### config.mk
export PLATFORM = sky130hd
export DESIGN_NAME = i2c_slave_xfer_flat
export DESIGN_NICKNAME = d
export VERILOG_FILES = /design/src/rtl/i2c_slave_xfer_pkg.sv /design/src/rtl/i2c_slave_xfer_if.sv /design/src/rtl/i2c_slave_xfer_line_sync.sv /design/src/rtl/i2c_slave_xfer.sv /design/src/flat_wrapper.sv
export SDC_FILE = /design/constraint.sdc
export NUM_CORES = 1
export LEC_CHECK = 0
export CAP_MARGIN = 20
export CORE_MARGIN = 1.5
export CORE_UTILIZATION = 46
export CTS_CLUSTER_DIAMETER = 80
export CTS_CLUSTER_SIZE = 40
export DETAILED_ROUTE_END_ITERATION = 8
export PLACE_DENSITY = 0.76
export SKIP_LAST_GASP = 1
export SLEW_MARGIN = 20
export SYNTH_ARGS = -nofsm -noshare
export SYNTH_HDL_FRONTEND = slang
export SYNTH_SLANG_ARGS = --single-unit
### constraint.sdc
create_clock -name clk -period 3 [get_ports clk]
set_input_delay 0.9 -clock clk [delete_from_list [all_inputs] [get_ports clk]]
set_output_delay 0.9 -clock clk [all_outputs]
set_load 0.005 [all_outputs]
### src/rtl/i2c_slave_xfer_pkg.sv
// Shared types for the I2C slave: FSM states, bus-event encoding, default address.
package i2c_pkg;

  typedef enum logic [2:0] {
    ST_IDLE      = 3'd0,
    ST_ADDR      = 3'd1,
    ST_ADDR_ACK  = 3'd2,
    ST_RX_BYTE   = 3'd3,
    ST_RX_ACK    = 3'd4,
    ST_TX_BYTE   = 3'd5,
    ST_TX_ACK    = 3'd6,
    ST_WAIT_STOP = 3'd7
  } i2c_state_e;

  typedef enum logic [1:0] {
    EV_NONE  = 2'd0,
    EV_START = 2'd1,
    EV_STOP  = 2'd2
  } i2c_event_e;

  localparam logic [6:0] DEFAULT_SLAVE_ADDR = 7'h6A;

  function automatic i2c_event_e encode_event(input logic start_det, input logic stop_det);
    i2c_event_e ev;
    if (start_det) begin
      ev = EV_START;
    end else if (stop_det) begin
      ev = EV_STOP;
    end else begin
      ev = EV_NONE;
    end
    return ev;
  endfunction

endpackage

### src/rtl/i2c_slave_xfer_if.sv
// Pad-side and byte-stream signals of the I2C slave, with slave (DUT) and master (driver) views.
interface i2c_slave_xfer_if #(
  parameter int CNT_W = 6
);
  logic             scl_in;
  logic             sda_in;
  logic             sda_oe;
  logic             scl_oe;
  logic [7:0]       rx_data;
  logic             rx_valid;
  logic             rx_ready;
  logic [7:0]       tx_data;
  logic             tx_load;
  logic             busy;
  logic             is_read;
  logic [CNT_W-1:0] byte_count;
  logic             overflow;
  logic             frame_done;

  modport slave (
    input  scl_in, sda_in, rx_ready, tx_data,
    output sda_oe, scl_oe, rx_data, rx_valid, tx_load, busy, is_read,
           byte_count, overflow, frame_done
  );

  modport master (
    output scl_in, sda_in, rx_ready, tx_data,
    input  sda_oe, scl_oe, rx_data, rx_valid, tx_load, busy, is_read,
           byte_count, overflow, frame_done
  );
endinterface

### src/rtl/i2c_slave_xfer_line_sync.sv
// SCL/SDA synchroniser with edge, START and STOP detection on the two oldest stages.
module i2c_line_sync #(
  parameter int SYNC_STAGES = 2
) (
  input  logic clk,
  input  logic reset,
  input  logic scl_in,
  input  logic sda_in,
  output logic scl_rise,
  output logic scl_fall,
  output logic sda_s,
  output logic start_det,
  output logic stop_det
);
  logic [SYNC_STAGES-1:0] r_scl;
  logic [SYNC_STAGES-1:0] r_sda;
  logic w_scl_now, w_scl_old, w_sda_now, w_sda_old;

  // Shift register synchroniser; idles high like a released bus.
  always_ff @(posedge clk or posedge reset) begin
    if (reset) begin
      r_scl <= '1;
      r_sda <= '1;
    end else begin
      r_scl <= {r_scl[SYNC_STAGES-2:0], scl_in};
      r_sda <= {r_sda[SYNC_STAGES-2:0], sda_in};
    end
  end

  assign w_scl_now = r_scl[SYNC_STAGES-2];
  assign w_scl_old = r_scl[SYNC_STAGES-1];
  assign w_sda_now = r_sda[SYNC_STAGES-2];
  assign w_sda_old = r_sda[SYNC_STAGES-1];

  assign scl_rise  = w_scl_now & ~w_scl_old;
  assign scl_fall  = ~w_scl_now & w_scl_old;
  assign sda_s     = w_sda_now;
  // SCL must be high on both stages so a data change racing an SCL edge is not a START/STOP.
  assign start_det = w_scl_now & w_scl_old & w_sda_old & ~w_sda_now;
  assign stop_det  = w_scl_now & w_scl_old & ~w_sda_old & w_sda_now;
endmodule

### src/rtl/i2c_slave_xfer.sv
// I2C slave with 7-bit addressing, read/write byte streams and repeated START.
// Optional SCL stretching while the receive sink is not ready: define I2C_CLK_STRETCH_EN.
module i2c_slave_xfer
  import i2c_pkg::*;
#(
  parameter logic [6:0] SLAVE_ADDR  = DEFAULT_SLAVE_ADDR,
  parameter int         MAX_BYTES   = 33,
  parameter int         SYNC_STAGES = 2,
  parameter int         CNT_W       = $clog2(MAX_BYTES + 1)
) (
  input logic             clk,
  input logic             reset,
  i2c_slave_xfer_if.slave bus
);
  logic w_scl_rise, w_scl_fall, w_sda, w_start, w_stop, w_rise, w_fall;
  i2c_event_e       w_evt;
  i2c_state_e       r_state;
  logic [3:0]       r_bit_cnt;
  logic [7:0]       r_shift, r_tx_shift, r_rx_data;
  logic             r_sda_oe, r_rx_valid, r_tx_load, r_busy, r_is_read;
  logic             r_overflow, r_frame_done, r_nack;
  logic [CNT_W-1:0] r_byte_count;

  i2c_line_sync #(.SYNC_STAGES(SYNC_STAGES)) u_line_sync (
    .clk(clk), .reset(reset), .scl_in(bus.scl_in), .sda_in(bus.sda_in),
    .scl_rise(w_scl_rise), .scl_fall(w_scl_fall), .sda_s(w_sda),
    .start_det(w_start), .stop_det(w_stop)
  );

  assign w_evt = encode_event(w_start, w_stop);

`ifdef I2C_CLK_STRETCH_EN
  logic r_scl_oe;
  assign w_rise     = w_scl_rise & ~r_scl_oe;
  assign w_fall     = w_scl_fall & ~r_scl_oe;
  assign bus.scl_oe = r_scl_oe;

  // Hold SCL low after an ACKed byte until the sink can take the next one.
  always_ff @(posedge clk or posedge reset) begin
    if (reset) begin
      r_scl_oe <= 1'b0;
    end else if (w_evt != EV_NONE) begin
      r_scl_oe <= 1'b0;
    end else if (r_scl_oe) begin
      r_scl_oe <= ~bus.rx_ready;
    end else if ((r_state == ST_RX_ACK) && w_scl_fall && !r_nack) begin
      r_scl_oe <= ~bus.rx_ready;
    end
  end
`else
  logic w_unused_rx_ready;
  assign w_unused_rx_ready = bus.rx_ready;
  assign w_rise     = w_scl_rise;
  assign w_fall     = w_scl_fall;
  assign bus.scl_oe = 1'b0;
`endif

  // Protocol FSM; START/STOP take priority over whatever state the frame is in.
  always_ff @(posedge clk or posedge reset) begin
    if (reset) begin
      r_state      <= ST_IDLE;
      r_bit_cnt    <= 4'd0;
      r_shift      <= 8'd0;
      r_tx_shift   <= 8'd0;
      r_rx_data    <= 8'd0;
      r_sda_oe     <= 1'b0;
      r_rx_valid   <= 1'b0;
      r_tx_load    <= 1'b0;
      r_busy       <= 1'b0;
      r_is_read    <= 1'b0;
      r_overflow   <= 1'b0;
      r_frame_done <= 1'b0;
      r_nack       <= 1'b0;
      r_byte_count <= '0;
    end else begin
      r_rx_valid   <= 1'b0;
      r_tx_load    <= 1'b0;
      r_frame_done <= 1'b0;
      case (w_evt)
        EV_START: begin
          r_state      <= ST_ADDR;
          r_bit_cnt    <= 4'd0;
          r_byte_count <= '0;
          r_overflow   <= 1'b0;
          r_sda_oe     <= 1'b0;
        end
        EV_STOP: begin
          r_state      <= ST_IDLE;
          r_sda_oe     <= 1'b0;
          r_frame_done <= r_busy;
          r_busy       <= 1'b0;
        end
        default: begin
          case (r_state)
            ST_ADDR: begin
              if (w_rise) begin
                r_shift   <= {r_shift[6:0], w_sda};
                r_bit_cnt <= r_bit_cnt + 4'd1;
              end else if (w_fall && (r_bit_cnt == 4'd8)) begin
                r_bit_cnt <= 4'd0;
                if (r_shift[7:1] == SLAVE_ADDR) begin
                  r_state   <= ST_ADDR_ACK;
                  r_sda_oe  <= 1'b1;
                  r_is_read <= r_shift[0];
                  r_busy    <= 1'b1;
                end else begin
                  r_state   <= ST_WAIT_STOP;
                end
              end
            end
            ST_ADDR_ACK: begin
              if (w_fall) begin
                if (r_is_read) begin
                  r_state    <= ST_TX_BYTE;
                  r_tx_load  <= 1'b1;
                  r_sda_oe   <= ~bus.tx_data[7];
                  r_tx_shift <= {bus.tx_data[6:0], 1'b0};
                  r_bit_cnt  <= 4'd1;
                end else begin
                  r_state    <= ST_RX_BYTE;
                  r_sda_oe   <= 1'b0;
                  r_bit_cnt  <= 4'd0;
                end
              end
            end
            ST_RX_BYTE: begin
              if (w_rise) begin
                r_shift   <= {r_shift[6:0], w_sda};
                r_bit_cnt <= r_bit_cnt + 4'd1;
              end else if (w_fall && (r_bit_cnt == 4'd8)) begin
                r_bit_cnt <= 4'd0;
                r_state   <= ST_RX_ACK;
                if (r_byte_count < CNT_W'(MAX_BYTES)) begin
                  r_rx_data    <= r_shift;
                  r_rx_valid   <= 1'b1;
                  r_byte_count <= r_byte_count + CNT_W'(1);
                  r_sda_oe     <= 1'b1;
                  r_nack       <= 1'b0;
                end else begin
                  r_overflow   <= 1'b1;
                  r_sda_oe     <= 1'b0;
                  r_nack       <= 1'b1;
                end
              end
            end
            ST_RX_ACK: begin
              if (w_fall) begin
                r_sda_oe <= 1'b0;
                r_state  <= r_nack ? ST_WAIT_STOP : ST_RX_BYTE;
              end
            end
            ST_TX_BYTE: begin
              if (w_fall) begin
                if (r_bit_cnt == 4'd8) begin
                  r_sda_oe <= 1'b0;
                  r_state  <= ST_TX_ACK;
                end else begin
                  r_sda_oe   <= ~r_tx_shift[7];
                  r_tx_shift <= {r_tx_shift[6:0], 1'b0};
                  r_bit_cnt  <= r_bit_cnt + 4'd1;
                end
              end
            end
            ST_TX_ACK: begin
              // r_nack holds the master's ACK bit, sampled on the rise.
              if (w_rise) begin
                r_nack <= w_sda;
              end else if (w_fall) begin
                if (!r_nack) begin
                  r_state    <= ST_TX_BYTE;
                  r_tx_load  <= 1'b1;
                  r_sda_oe   <= ~bus.tx_data[7];
                  r_tx_shift <= {bus.tx_data[6:0], 1'b0};
                  r_bit_cnt  <= 4'd1;
                  if (r_byte_count < CNT_W'(MAX_BYTES)) begin
                    r_byte_count <= r_byte_count + CNT_W'(1);
                  end
                end else begin
                  r_state <= ST_WAIT_STOP;
                end
              end
            end
            default: begin
              r_sda_oe <= 1'b0;
            end
          endcase
        end
      endcase
    end
  end

  assign bus.sda_oe     = r_sda_oe;
  assign bus.rx_data    = r_rx_data;
  assign bus.rx_valid   = r_rx_valid;
  assign bus.tx_load    = r_tx_load;
  assign bus.busy       = r_busy;
  assign bus.is_read    = r_is_read;
  assign bus.byte_count = r_byte_count;
  assign bus.overflow   = r_overflow;
  assign bus.frame_done = r_frame_done;
endmodule

### src/flat_wrapper.sv
// flat-port wrapper written by rule: the top's interface ports become plain ports
module i2c_slave_xfer_flat import i2c_pkg::*;
#(
  parameter logic [6:0] SLAVE_ADDR  = DEFAULT_SLAVE_ADDR,
  parameter int         MAX_BYTES   = 33,
  parameter int         SYNC_STAGES = 2,
  parameter int         CNT_W       = $clog2(MAX_BYTES + 1)
)
  (clk, reset, bus_scl_in, bus_sda_in, bus_rx_ready, bus_tx_data, bus_sda_oe, bus_scl_oe, bus_rx_data, bus_rx_valid, bus_tx_load, bus_busy, bus_is_read, bus_byte_count, bus_overflow, bus_frame_done);
  i2c_slave_xfer_if #(.CNT_W(CNT_W)) bus_i ();
  input logic clk;
  input logic reset;
  input wire logic [$bits(bus_i.scl_in)-1:0] bus_scl_in;
  input wire logic [$bits(bus_i.sda_in)-1:0] bus_sda_in;
  input wire logic [$bits(bus_i.rx_ready)-1:0] bus_rx_ready;
  input wire logic [$bits(bus_i.tx_data)-1:0] bus_tx_data;
  output wire logic [$bits(bus_i.sda_oe)-1:0] bus_sda_oe;
  output wire logic [$bits(bus_i.scl_oe)-1:0] bus_scl_oe;
  output wire logic [$bits(bus_i.rx_data)-1:0] bus_rx_data;
  output wire logic [$bits(bus_i.rx_valid)-1:0] bus_rx_valid;
  output wire logic [$bits(bus_i.tx_load)-1:0] bus_tx_load;
  output wire logic [$bits(bus_i.busy)-1:0] bus_busy;
  output wire logic [$bits(bus_i.is_read)-1:0] bus_is_read;
  output wire logic [$bits(bus_i.byte_count)-1:0] bus_byte_count;
  output wire logic [$bits(bus_i.overflow)-1:0] bus_overflow;
  output wire logic [$bits(bus_i.frame_done)-1:0] bus_frame_done;
  assign bus_i.scl_in = bus_scl_in;
  assign bus_i.sda_in = bus_sda_in;
  assign bus_i.rx_ready = bus_rx_ready;
  assign bus_i.tx_data = bus_tx_data;
  assign bus_sda_oe = bus_i.sda_oe;
  assign bus_scl_oe = bus_i.scl_oe;
  assign bus_rx_data = bus_i.rx_data;
  assign bus_rx_valid = bus_i.rx_valid;
  assign bus_tx_load = bus_i.tx_load;
  assign bus_busy = bus_i.busy;
  assign bus_is_read = bus_i.is_read;
  assign bus_byte_count = bus_i.byte_count;
  assign bus_overflow = bus_i.overflow;
  assign bus_frame_done = bus_i.frame_done;
  i2c_slave_xfer #(.SLAVE_ADDR(SLAVE_ADDR), .MAX_BYTES(MAX_BYTES), .SYNC_STAGES(SYNC_STAGES), .CNT_W(CNT_W)) u_core (.clk(clk), .reset(reset), .bus(bus_i));
endmodule
==> flow_summary_export.csv <==
group,metric,value,unit
status,status,"finished clean",
cts,cts_resized,0,
power,ir_drop,0.000325,V
timing,period_minus_slack,2440,ps
power,cellPowerDensity,757,nW/µm²
timing,fin_tns_setup,0,ps
routing,wl_per_cell,14.8,µm
place,gp_congestion,0.796,
routing,vias,1897,
grt,grt_pass1_vias,1796,
place,place_area,2920,µm²
place,dp_hpwl,3.62,mm
finish,final_cell_area,3040,µm²
die,die_h,77.3,µm
logic_synthesis,netlist.top_cell.by_area,"dfrtp_1",
finish,multi_input_comb_area,1200,µm²
logic_synthesis,synthDistinctLibCells,57,
logic_synthesis,synthesis.area,2540,µm²
grt,grt_max_degree,24,
timing,final-hold-violation-count,0,
finish,area_growth,19.8,%
logic_synthesis,synth.top_cell.area_share,43.3,%
worst_hold_path,min_from,"u_core.u_line_sync.r_sda[0]",
setup_path,critPathArrivalTime,2630,ps
finish,antenna_cells,0,
timing,clock_skew,4.89,ps
cts,clock-sinks,48,
setup_path,crit_start,"u_core.r_bit_cnt[0]",
cts,clk_latency,300,ps
die,floorplan.die_area,5980,µm²
routing,dr.pass1.iters,4,
place,dp.cells,333,
timing,setup_violations,0,
logic_synthesis,synthCells,237,
die,rows,26,
setup_path,worstPathRequired,3190,ps
cts,root_buffer,"clkbuf_8",
timing,tightest_slew,682,ps
power,p_leak,1.31,nW
cts,cts.reportedPaths.clkPinSlew,90,ps
logic_synthesis,yosysWarnings,0,
setup_path,crit_chain,"inv_1 > ha_1 > nand3b_1 > and4_1 > o32ai_1 > or2_2 > mux2_2",
setup_path,critPathKind,"reg2reg",
routing,postRouteWirelength,5.06,mm
setup_path,timing.rr.start,"u_core.r_bit_cnt[0]",
logic_synthesis,yosysSeqAreaShare,47.5,%
die,start_util,48.8,%
cts,clockBufferDepth,2,
grt,grt_pass1_wl,8.59,mm
timing,rsz0062_at_grt,"no",
grt,grt_use_total,17.8,%
finish,final_cells,341,
place,portBuffers,32,
logic_synthesis,synth-edff-count,0,
die,ioPinCount,35,
finish,nets,287,
setup_path,max_stage_delay,490,ps
cts,tritoncts,"yes",
logic_synthesis,ys_seq_elements,48,
die,die_x,77.3,µm
finish,seq_area,1210,µm²
logic_synthesis,synth-main-ff-cell,"dfrtp_1",
routing,drt_iter0_drc,120,
cts,htreeDepth,2,
grt,grt_overflow,0,
timing,hold-worst-slack,415,ps
cts,cts_setup_buffers,0,
finish,final_layout_size_suffix_gt1_share,19.6,%
setup_path,critPathCaptureType,"flip-flop",
die,core_area,5200,µm²
setup_path,slowest_stage,"o32ai_1",
logic_synthesis,synthTopCellsByArea,"dfrtp_1 43%, mux2_2 8.4%, dfstp_2 4.1%",
timing,max_freq,0.411,GHz
worst_hold_path,hold_class,"reg2reg",
timing,slew_viol_final,0,
cts,cts.hold.buffers_added,0,
timing,timing.final.crit_share,81.2,%
routing,viasPerCell,5.56,
grt,antenna_found_initial,0,
timing,max_slew_margin,54.3,%
flow_run,max_cap_viol_count,0,
routing,postRouteAntennaNets,0,
logic_synthesis,async_reset_ff_share,100,%
cts,cts_buffers,5,
setup_path,startpoint_type,"flip-flop",
logic_synthesis,avgSynthCellArea,10.7,µm²
setup_path,path_max_fanout,5,
logic_synthesis,syn_nets,254,
finish,nFillCells,447,
routing,route.detailed.drc,0,
==> layer usage <==
layer,vias up,track usage [%],routed length [µm]
met1,931,23.9,2320
li1,930,-,-
met4,0,5.09,59
met5,-,0,0
met3,6,3.45,168
met2,30,29.4,2520
==> cells in the final DEF (no fill, tap or decap), types with 3 or more instances in the layout <==
cell type        count
a211oi_1             4
nor2b_1              4
mux2i_1              6
clkdlybuf4s50_1     32
o21ai_0             11
inv_1               14
clkbuf_8             6
nor3_1               6
or4_1                3
buf_4                6
mux2_2              19
dfstp_2              4
a21oi_1             16
nor2_1              17
o211ai_1             4
nand3_1              8
nand2b_1             5
dfrtp_1             44
o31ai_1              6
ha_1                 4
nand3b_1             3
==> metrics by stage <==
| stage | worst slack [ps] | power, mW | utilization, % |
|---|---|---|---|
| 3_5_place_dp | 585 | 1.81 | 56.1 |
| 6_report | 565 | 2.30 | 58.4 |
| 2_1_floorplan | 962 | 1.62 | - |
| 3_3_place_gp | 595 | 1.78 | 56.1 |
| 5_1_grt | 413 | 2.46 | 58.4 |
| 4_1_cts | 570 | 2.32 | 58.4 |
==> cell families after synthesis <==
| logic type | count (synthesis) | synth area share [%] |
|---|---|---|
| AO/OA/AOI/OAI | 58 | 15.7 |
| XOR/XNOR | 2 | 0.690 |
| adder cells (fa/ha/maj) | 4 | 1.97 |
| buffers and inverters | 27 | 5.07 |
| flip-flops | 48 | 47.5 |
| multiplexers | 25 | 10.8 |
| other | 1 | 0.148 |
| AND/OR/NAND/NOR | 72 | 18.1 |
==> final cells by class <==
| class | instances | area share (%) |
|---|---|---|
| clock inverter | 2 | 1.28 |
| timing repair buffer | 38 | 12.0 |
| tap | 70 | 2.88 |
| multi-input combinational | 162 | 39.6 |
| clock buffer | 6 | 2.71 |
| inverter | 15 | 1.85 |
| sequential | 48 | 39.7 |
==> worst paths after layout <==
path | to | slack, ps | cells after the start
worst min register to register | u_core.u_line_sync.r_sda[1] | 410 | 0
min in group asynchronous | u_core.r_nack | 930 | 2
worst max register to register | u_core.r_bit_cnt[0] | 560 | 7
worst min-delay path | u_core.u_line_sync.r_sda[1] | 410 | 0
max in group asynchronous | u_core.u_line_sync.r_scl[1] | 1440 | 3
worst max-delay path | u_core.r_bit_cnt[0] | 560 | 7
==> sequential cells by signal, indices dropped and copies added (netlist names) <==
name	count
u_core.u_line_sync.r_scl	2
u_core.r_state	3
u_core.bus.busy	1
u_core.bus.rx_data	8
u_core.r_bit_cnt	4
u_core.r_tx_shift	7
u_core.bus.overflow	1
u_core.bus.is_read	1
u_core.bus.sda_oe	1
u_core.r_nack	1
u_core.bus.byte_count	6
u_core.bus.rx_valid	1
u_core.bus.tx_load	1
u_core.bus.frame_done	1
u_core.r_shift	8
u_core.u_line_sync.r_sda	2
==> report_power, final <==
| group | total, mW | switching [mW] | leakage (nW) | internal [mW] |
|---|---|---|---|---|
| clock network | 0.496 | 0.223 | 0.0614 | 0.273 |
| registers | 1.02 | 0.217 | 0.612 | 0.807 |
| logic | 0.784 | 0.387 | 0.633 | 0.397 |
==> worst max-delay path: cells and delay by family (launching register included) <==
kind                       cells  cell delay, ps
AOI/OAI and AO/OA              1             490
adders and majority gates      1             150
buffers and inverters          1              90
DFF                            1             430
muxes                          1             330
and+or+nand+nor                3             820
==> synth_stat cells (all sizes together) (3+ instances only) <==
master / number
a21oi: 17
o21ai: 11
nand3: 9
nor2b: 4
or4: 3
mux2i: 6
inv: 15
dfrtp: 44
nand2b: 7
dfstp: 4
a211oi: 4
mux2: 19
ha: 4
o31ai: 7
o211ai: 4
nand3b: 4
nor2: 18
buf: 10
nand2: 3
nor3: 6
Note: power is estimated with default switching activity, not from simulation.
